**src/rtl/reorder_buffer_mc.sv**
```systemverilog
// Reorder buffer: in-order allocation, multi-port out-of-order writeback,
// up to COMMIT_WIDTH in-order retirements per cycle, registered flush on mispredict/jalr.
module reorder_buffer_mc #(
   parameter int IDX_BITS     = 4,
   parameter int WB_PORTS     = 2,
   parameter int COMMIT_WIDTH = 2
) (
   input  logic                         clk_in,
   input  logic                         rst_n_in,
   input  logic                         rdy_in,
   input  logic                         alloc_valid,
   output logic                         alloc_ready,
   input  logic [1:0]                   alloc_kind,
   input  logic [4:0]                   alloc_rd,
   input  logic [31:0]                  alloc_value,
   input  logic [31:0]                  alloc_alt_pc,
   input  logic                         alloc_pred_taken,
   output logic [IDX_BITS-1:0]          alloc_id,
   input  logic [WB_PORTS-1:0]          wb_valid,
   input  logic [WB_PORTS*IDX_BITS-1:0] wb_id,
   input  logic [WB_PORTS*32-1:0]       wb_value,
   input  logic [IDX_BITS-1:0]          q_id_a,
   input  logic [IDX_BITS-1:0]          q_id_b,
   output logic                         q_ready_a,
   output logic                         q_ready_b,
   output logic [31:0]                  q_value_a,
   output logic [31:0]                  q_value_b,
   output logic [COMMIT_WIDTH-1:0]      commit_valid,
   output logic [COMMIT_WIDTH*IDX_BITS-1:0] commit_id,
   output logic [COMMIT_WIDTH*5-1:0]    commit_rd,
   output logic [COMMIT_WIDTH*32-1:0]   commit_value,
   output logic                         store_commit,
   output logic                         flush_valid,
   output logic [31:0]                  flush_pc,
   output logic                         jalr_pending,
   output logic [IDX_BITS:0]            count,
   output logic                         empty
);

   localparam int DEPTH = 2**IDX_BITS;
   localparam logic [IDX_BITS:0] DEPTH_CNT = (IDX_BITS+1)'(DEPTH);
   localparam logic [1:0] K_REG    = 2'd0;
   localparam logic [1:0] K_STORE  = 2'd1;
   localparam logic [1:0] K_BRANCH = 2'd2;
   localparam logic [1:0] K_JALR   = 2'd3;

   logic [DEPTH-1:0]    ent_valid;
   logic [DEPTH-1:0]    ent_done;
   logic [DEPTH-1:0]    ent_pred;
   logic [1:0]          ent_kind   [DEPTH];
   logic [4:0]          ent_rd     [DEPTH];
   logic [31:0]         ent_value  [DEPTH];
   logic [31:0]         ent_alt_pc [DEPTH];
   logic [31:0]         ent_target [DEPTH];

   logic [IDX_BITS-1:0] head;
   logic [IDX_BITS-1:0] tail;
   logic [IDX_BITS:0]   cnt;
   logic [IDX_BITS:0]   n_commit;
   logic [IDX_BITS-1:0] slot_idx [COMMIT_WIDTH];
   logic                chain;
   logic                alloc_fire;
   logic                flush_now;

   assign count       = cnt;
   assign empty       = (cnt == '0);
   assign alloc_ready = (cnt < DEPTH_CNT) && rdy_in;
   assign alloc_fire  = alloc_valid && alloc_ready;
   assign alloc_id    = tail;

   assign q_ready_a = ent_valid[q_id_a] && ent_done[q_id_a];
   assign q_ready_b = ent_valid[q_id_b] && ent_done[q_id_b];
   assign q_value_a = ent_value[q_id_a];
   assign q_value_b = ent_value[q_id_b];

   // Retirement window: a contiguous run of done entries from head; only slot 0 may
   // retire a store, branch or jalr, and the first blocked slot ends the run.
   always_comb begin
      commit_valid = '0;
      commit_id    = '0;
      commit_rd    = '0;
      commit_value = '0;
      n_commit     = '0;
      chain        = rdy_in;
      for (int k = 0; k < COMMIT_WIDTH; k++) begin
         slot_idx[k] = head + IDX_BITS'(k);
         chain = chain && (cnt > (IDX_BITS+1)'(k)) && ent_valid[slot_idx[k]]
                 && ent_done[slot_idx[k]] && ((k == 0) || (ent_kind[slot_idx[k]] == K_REG));
         if (chain) begin
            commit_valid[k]                     = 1'b1;
            commit_id[k*IDX_BITS +: IDX_BITS]   = slot_idx[k];
            commit_rd[k*5 +: 5]                 = (ent_kind[slot_idx[k]] == K_STORE ||
                                                   ent_kind[slot_idx[k]] == K_BRANCH) ? 5'd0
                                                  : ent_rd[slot_idx[k]];
            commit_value[k*32 +: 32]            = ent_value[slot_idx[k]];
            n_commit                            = n_commit + 1'b1;
         end
      end
   end

   assign store_commit = commit_valid[0] && (ent_kind[head] == K_STORE);
   assign flush_now    = commit_valid[0] &&
                         (((ent_kind[head] == K_BRANCH) && ent_value[head][0]) ||
                          (ent_kind[head] == K_JALR));

   // Control state: occupancy, pointers, completion flags and the flush pulse.
   always_ff @(posedge clk_in or negedge rst_n_in) begin
      if (!rst_n_in) begin
         ent_valid    <= '0;
         ent_done     <= '0;
         head         <= '0;
         tail         <= '0;
         cnt          <= '0;
         jalr_pending <= 1'b0;
         flush_valid  <= 1'b0;
         flush_pc     <= '0;
      end else begin
         flush_valid <= 1'b0;
         if (rdy_in) begin
            if (flush_now) begin
               ent_valid    <= '0;
               ent_done     <= '0;
               head         <= '0;
               tail         <= '0;
               cnt          <= '0;
               jalr_pending <= 1'b0;
               flush_valid  <= 1'b1;
               flush_pc     <= (ent_kind[head] == K_BRANCH) ? ent_alt_pc[head] : ent_target[head];
            end else begin
               for (int k = 0; k < COMMIT_WIDTH; k++) begin
                  if (commit_valid[k]) begin
                     ent_valid[slot_idx[k]] <= 1'b0;
                     ent_done[slot_idx[k]]  <= 1'b0;
                  end
               end
               for (int p = 0; p < WB_PORTS; p++) begin
                  if (wb_valid[p] && ent_valid[wb_id[p*IDX_BITS +: IDX_BITS]]
                      && !ent_done[wb_id[p*IDX_BITS +: IDX_BITS]])
                     ent_done[wb_id[p*IDX_BITS +: IDX_BITS]] <= 1'b1;
               end
               if (alloc_fire) begin
                  ent_valid[tail] <= 1'b1;
                  ent_done[tail]  <= 1'b0;
                  tail            <= tail + 1'b1;
                  if (alloc_kind == K_JALR)
                     jalr_pending <= 1'b1;
               end
               head <= head + n_commit[IDX_BITS-1:0];
               cnt  <= cnt + {{IDX_BITS{1'b0}}, alloc_fire} - n_commit;
            end
         end
      end
   end

   // Entry payload; stale contents of invalid entries are never observed as valid.
   always_ff @(posedge clk_in) begin
      if (rdy_in) begin
         for (int p = 0; p < WB_PORTS; p++) begin
            if (wb_valid[p] && ent_valid[wb_id[p*IDX_BITS +: IDX_BITS]]
                && !ent_done[wb_id[p*IDX_BITS +: IDX_BITS]]) begin
               case (ent_kind[wb_id[p*IDX_BITS +: IDX_BITS]])
                  K_BRANCH: ent_value[wb_id[p*IDX_BITS +: IDX_BITS]][0] <=
                               wb_value[p*32] ^ ent_pred[wb_id[p*IDX_BITS +: IDX_BITS]];
                  K_JALR:   ent_target[wb_id[p*IDX_BITS +: IDX_BITS]] <= wb_value[p*32 +: 32];
                  default:  ent_value[wb_id[p*IDX_BITS +: IDX_BITS]]  <= wb_value[p*32 +: 32];
               endcase
            end
         end
         if (alloc_fire) begin
            ent_kind[tail]   <= alloc_kind;
            ent_rd[tail]     <= alloc_rd;
            ent_value[tail]  <= alloc_value;
            ent_alt_pc[tail] <= alloc_alt_pc;
            ent_pred[tail]   <= alloc_pred_taken;
         end
      end
   end

endmodule

```
**config.mk**
```make
export PLATFORM = sky130hd
export DESIGN_NAME = reorder_buffer_mc
export DESIGN_NICKNAME = d
export VERILOG_FILES = /design/src/rtl/reorder_buffer_mc.sv
export SDC_FILE = /design/constraint.sdc
export NUM_CORES = 2
export LEC_CHECK = 0
export BUFFER_PORTS_ARGS = -buffer_cell sky130_fd_sc_hd__clkbuf_2
export CORE_ASPECT_RATIO = 1.25
export CORE_MARGIN = 3
export CORE_UTILIZATION = 57
export CTS_CLUSTER_SIZE = 14
export DETAILED_ROUTE_END_ITERATION = 6
export MAX_ROUTING_LAYER = met4
export PLACE_DENSITY_LB_ADDON = 0.15
export SYNTH_ARGS = -nofsm -noshare
export SYNTH_HDL_FRONTEND = slang
export SYNTH_SLANG_ARGS = --single-unit
```
**constraint.sdc**
```tcl
create_clock -name clk_in -period 8.9 [get_ports clk_in]
set_clock_uncertainty 0.05 [all_clocks]
set_input_delay 0.89 -clock clk_in [delete_from_list [all_inputs] [get_ports clk_in]]
set_output_delay 0.89 -clock clk_in [all_outputs]
set_load 0.02 [all_outputs]
```
======== After elaboration in Yosys (flattened, before gate mapping) ========
Memory sizes are Yosys's and may differ from the RTL's.
Index checks and enable logic that the tools add are counted.
operators by class
  equal/unequal tests ..................... 10
  magnitude comparators ................... 15
  bitwise operators ....................... 15
  $add $sub $neg .......................... 6
  multiplexer cells ....................... 112
  reduce and logical (&&, ||, !) cells .... 38
operator list
  cell                   number
  $mux W16               22
  $mux W32               3
  $and A16 B16 Y16       5
  $bmux W1 S4            14
  $mux W1                56
  $not A16 Y16           3
  $or A16 B16 Y16        3
  $lt A4 B5 Y1 const B   7
  $mux W5                6
  $logic_and A1 B1 Y1    23
  $demux W1 S4           5
  $ge A4 B1 Y1 const B   5
  $mux W4                5
  $bwmux W16             1
  $eq A2 B2 Y1 const B   8
  $gt A5 B1 Y1 const B   2
  $add A4 B1 Y4 const B  2
  $reduce_and A2 Y1      3
  $add A5 B1 Y5          1
  $add A5 B1 Y5 const B  1
  $logic_not A5 Y1       1
  $lt A5 B5 Y1 const B   1
  $sub A5 B5 Y5          1
  $add A4 B4 Y4          1
  other kinds (9)        17
storage, ports and cells
  flip-flop bits (word level) ............. 95
  input bits .............................. 158
  bits in writable memories ............... 1648
  output and inout port bits .............. 196
  memories ................................ 5
memory list
  name        words  bits a word  read ports  clocked after Yosys merged registers in  write ports  line  source
  ent_alt_pc  16     32           1           0                                        1            53    logic [31:0] ent_alt_pc [DEPTH];
  ent_target  16     32           1           0                                        2            54    logic [31:0] ent_target [DEPTH];
  ent_value   16     32           4           0                                        3            52    logic [31:0] ent_value [DEPTH];
  ent_rd      16     5            2           0                                        1            51    logic [4:0] ent_rd [DEPTH];
  ent_kind    16     2            4           0                                        1            50    logic [1:0] ent_kind [DEPTH];

======== Depth between registers and ports, before layout ========
  depth in word-level cells ............... 24
  depth in mapped cells ................... 30
  mapped depth without buffers ............ 24

======== Worst setup path after synthesis ========
OpenSTA, ideal clock, no wires.
  path type ............................... register -> output
  start ................................... reg head[1]
  end ..................................... out commit_rd[5]
  arrival time ............................ 5.382 ns
  required time ........................... 7.960 ns
  setup slack ............................. 2.578 ns
  stages on the path, launching flop included .. 18
  buffers on the path ..................... 6
  path through ............................ dfrtp_1 > buf_2 > inv_1 > ha_1 > buf_2 > clkbuf_1 > buf_1 > mux4_2 > mux4_2 > inv_1 > ha_1 > nand3_1 > a21oi_1 > o21ai_0 > or3_1 > clkbuf_1 > clkbuf_1 > a2111oi_0
on the way
  cells in the longest elaborated chain, start to end .. 9
  elaborated cells on any way between the ends .. 23
ends and longest elaborated chain
  element                                                line  source
  start, declared                                        56    logic [IDX_BITS-1:0] head;
  start signal, assigned                                 148   head <= head + n_commit[IDX_BITS-1:0];
  branches (longest 8 deep; another with $add A4 B1 Y4)  -
  $mux W5 *                                              89    if (chain) begin
  end, declared                                          30    output logic [COMMIT_WIDTH*5-1:0] commit_rd,
Every way passes the cells marked *. The select of a mux whose other input is x is not followed.

======== Worst setup path in the final report ========
  start ................................... reg head[0]
  end ..................................... out commit_value[61]
on the way
  cells in the longest elaborated chain, start to end .. 9
  elaborated cells on any way between the ends .. 19
ends and longest elaborated chain
  element                                                line  source
  branches (longest 8 deep; another with $add A4 B1 Y4)  -
  $mux W32 *                                             89
  end, declared                                          31    output logic [COMMIT_WIDTH*32-1:0] commit_value,
Marked as above.

==> impl_metrics.tcl <==
set metrics [dict create \
    clock.fmax_mhz 128 \
    violations "design-rule violations" \
    ys_seq_elements 1743 \
    cts_buffer_depth 3 \
    die_area_um2 180000 \
    initial_core_util 0.575 \
    grt_max_degree 106 \
    stdcell_area_um2 109000 \
    synth-edff-count 1664 \
    rows 171 \
    peakVddDrop_mv 0.211 \
    report.final.slew_viol_count 0 \
    overflow 0 \
    die_w_um 381 \
    numPortBuffers 353 \
    critPathKind "flip-flop to output port" \
    startpoint_type "flip-flop" \
    grt.total_usage 0.401 \
    dp_cells 9087 \
    layout-drive-gt1-share 0.289 \
    power_density_nw_per_um2 240 \
    status "finished, violations left" \
    n_fill_cell 12700 \
    clkLatencyLatePin_ns 0.87 \
    drt_wl_total_mm 352 \
    setup_viol 0 \
    path_clk_slew_ns 0.06 \
    min_path_type "input port to flip-flop" \
    ys_seq_area_frac 0.520 \
    cts_setup_buffers 0 \
    maxCapViolCount 0 \
    cts_tree "done" \
    drcViolationCount 16 \
    synth-main-ff-cell "edfxtp_1" \
    dp_hpwl_mm 196 \
    area_delta_synth_final_pct 8.86 \
    core_area_um2 174000 \
    period_needed_ns 7.80 \
    tightest_slew_ns 1.26 \
    synth_area_per_cell_um2 14.1 \
    wl_per_cell_um 37.2 \
    routed-via-count 70800 \
    synth_area_um2 99900 \
    min_period_over_period 0.876 \
    dr.pass1.iters 7 \
    rsz0062_at_grt "false" \
    cts-hold-fix-buffers 1 \
    die_height_um 474 \
    grt_pass1_vias 69100 \
    ys_async_sr_fraction 0.0453 \
    cts.sinks 1743 \
    p_leak_nw 36.0 \
    cp_max_fo 39 \
    max_slew_margin 0.153 \
    arrival_ns 6.86 \
    post_drt_via_cell_ratio 7.48 \
    root_buffer "clkbuf_16" \
    ioPinCount 354 \
    postRouteAntennaNets 0 \
    yosysWarnings 0 \
    cts_resized 0 \
    yosysUniqueCellTypes 69 \
    place.gp.congestion 1.00 \
    worst_setup_path_end_kind "output port" \
    synth_fp_nets 7259 \
    final_nets 7121 \
    register_area_um2 52000 \
    dr.first_iter.drc_count 10900 \
    instances_no_fill 9463 \
    cp.required_ns 7.96 \
    grt_pass1_wl_mm 501 \
    cts_buffers 178 \
    htreeDepth 4 \
    hold_violations 0 \
    multiInputGateArea_um2 44500 \
    antenna_found_initial 41 \
    placed_cell_area_um2 103000 \
    setup_tns_ns 0 \
    synth_cells 7071 \
]
## cell families (layout without fill, tap and decap cells)
kind of cell | after synthesis | in the layout | share of synthesized area
simple gates | 1886 | 1886 | 0.0796
flops | 1743 | 1743 | 0.520
mux | 1635 | 1635 | 0.301
buf+inv | 886 | 901 | 0.0399
compound gates | 878 | 878 | 0.0543
fa+ha+maj | 30 | 30 | 0.00391
xor+xnor | 13 | 13 | 0.00114
other cells | 0 | 42 | 0
## cell usage in the layout, fill, tap and decap left out, types with 20 or more instances in the layout
master,count
edfxtp_1,1664
nand2_1,1122
mux4_2,1048
nor2_1,553
a31oi_1,440
mux2_1,395
clkbuf_2,346
a21oi_1,188
clkbuf_16,179
buf_4,161
mux2_2,119
o21ai_0,85
dfrtp_1,76
mux2i_1,73
and3_1,49
diode_2,42
and2_1,42
clkinv_2,40
clkbuf_1,38
clkinv_1,38
a211oi_1,32
a22o_1,30
inv_1,27
ha_1,26
o22ai_1,21
nand3_1,21
bufinv_16,20
## per-layer routing
layer | global-route usage | up-vias | routed length, um
met5 | - | - | 0
met4 | 0.222 | 0 | 24600
met3 | 0.133 | 1643 | 52300
met2 | 0.596 | 6183 | 160000
met1 | 0.488 | 35400 | 115000
li1 | - | 27500 | -
## worst max-delay path, cell delays in order (launching register included)
cell      delay, ns
dfrtp_4        0.91
nand3_1        0.37
xnor2_2        1.06
mux4_2         0.63
inv_1          0.08
ha_1           0.19
nand3_1        0.09
a21oi_1        0.24
o21ai_0        0.13
or3_2          0.48
buf_4          0.31
buf_4          0.36
a211oi_1       0.75
clkbuf_2       0.31
## worst paths after layout
check	depth (start not counted)	end	slack, ns	from
max in group asynchronous	3	flush_pc[18]	6.90	rst_n_in
setup reg to reg	24	count[4]	2.13	head[0]
min in group asynchronous	2	alloc_id[2]	0.47	rst_n_in
setup / recovery	13	commit_value[61]	1.10	head[0]
hold reg to reg	2	flush_pc[9]	0.44	flush_pc[9]
hold / removal	1	ent_alt_pc[0][0]	0.37	alloc_alt_pc[0]
## state kept, by name, indices dropped and copies added, names as in the netlist
signal and count:
ent_alt_pc 512, ent_target 512, ent_value 512, ent_rd 80, ent_kind 32, flush_pc 32, ent_done 16, ent_pred 16
ent_valid 16, count 5, alloc_id 4, head 4, flush_valid 1, jalr_pending 1
## Yosys cell counts (all sizes together) (5+ instances only)
library cell	instances	area, um2
a2111oi	5	43.8
a211oi	32	240
a21oi	188	941
a22o	30	263
a31oi	440	2750
a32oi	16	140
and2	42	263
and3	49	307
buf	304	1800
clkbuf	536	2010
dfrtp	79	1980
edfxtp	1664	50000
ha	28	350
inv	43	161
mux2	514	5790
mux2i	73	731
mux4	1048	23600
nand2	1126	4230
nand2b	7	43.8
nand3	31	155
nand4	8	56.3
nor2	570	2340
nor2b	16	100
nor3	8	56.3
nor4	16	288
o211ai	16	120
o21ai	87	439
o22ai	37	231
xnor2	9	78.8
## area by class of cell
type / instances / share of cell area
diodes: 42 / 0.000966
clock buffers: 220 / 0.0429
clock inverters: 113 / 0.0119
inverters: 46 / 0.00191
multi-input cells: 4442 / 0.409
flip-flops and latches: 1743 / 0.478
well taps: 2335 / 0.0269
repair buffers: 522 / 0.0291
## power breakdown
part / switching (mW) / internal, mW / leakage, nW
clock network: 3.40 / 4.34 / 2.87
logic: 4.61 / 3.97 / 17.1
registers: 0.375 / 9.39 / 16.0
## per-stage QoR
| stage | hold slack [ns] | setup WS, ns | power (mW) | util |
|---|---|---|---|---|
| after floorplan | 0.430 | 2.58 | 16.0 | - |
| after global placement | 0.413 | 2.13 | 18.3 | 0.591 |
| after detailed placement | 0.425 | 2.13 | 18.4 | 0.591 |
| after CTS | 0.326 | 1.25 | 26.0 | 0.625 |
| after global routing | 0.389 | 0.801 | 26.9 | 0.625 |
| final | 0.370 | 1.10 | 26.1 | 0.625 |
Note: power is estimated with default switching activity, not from simulation.
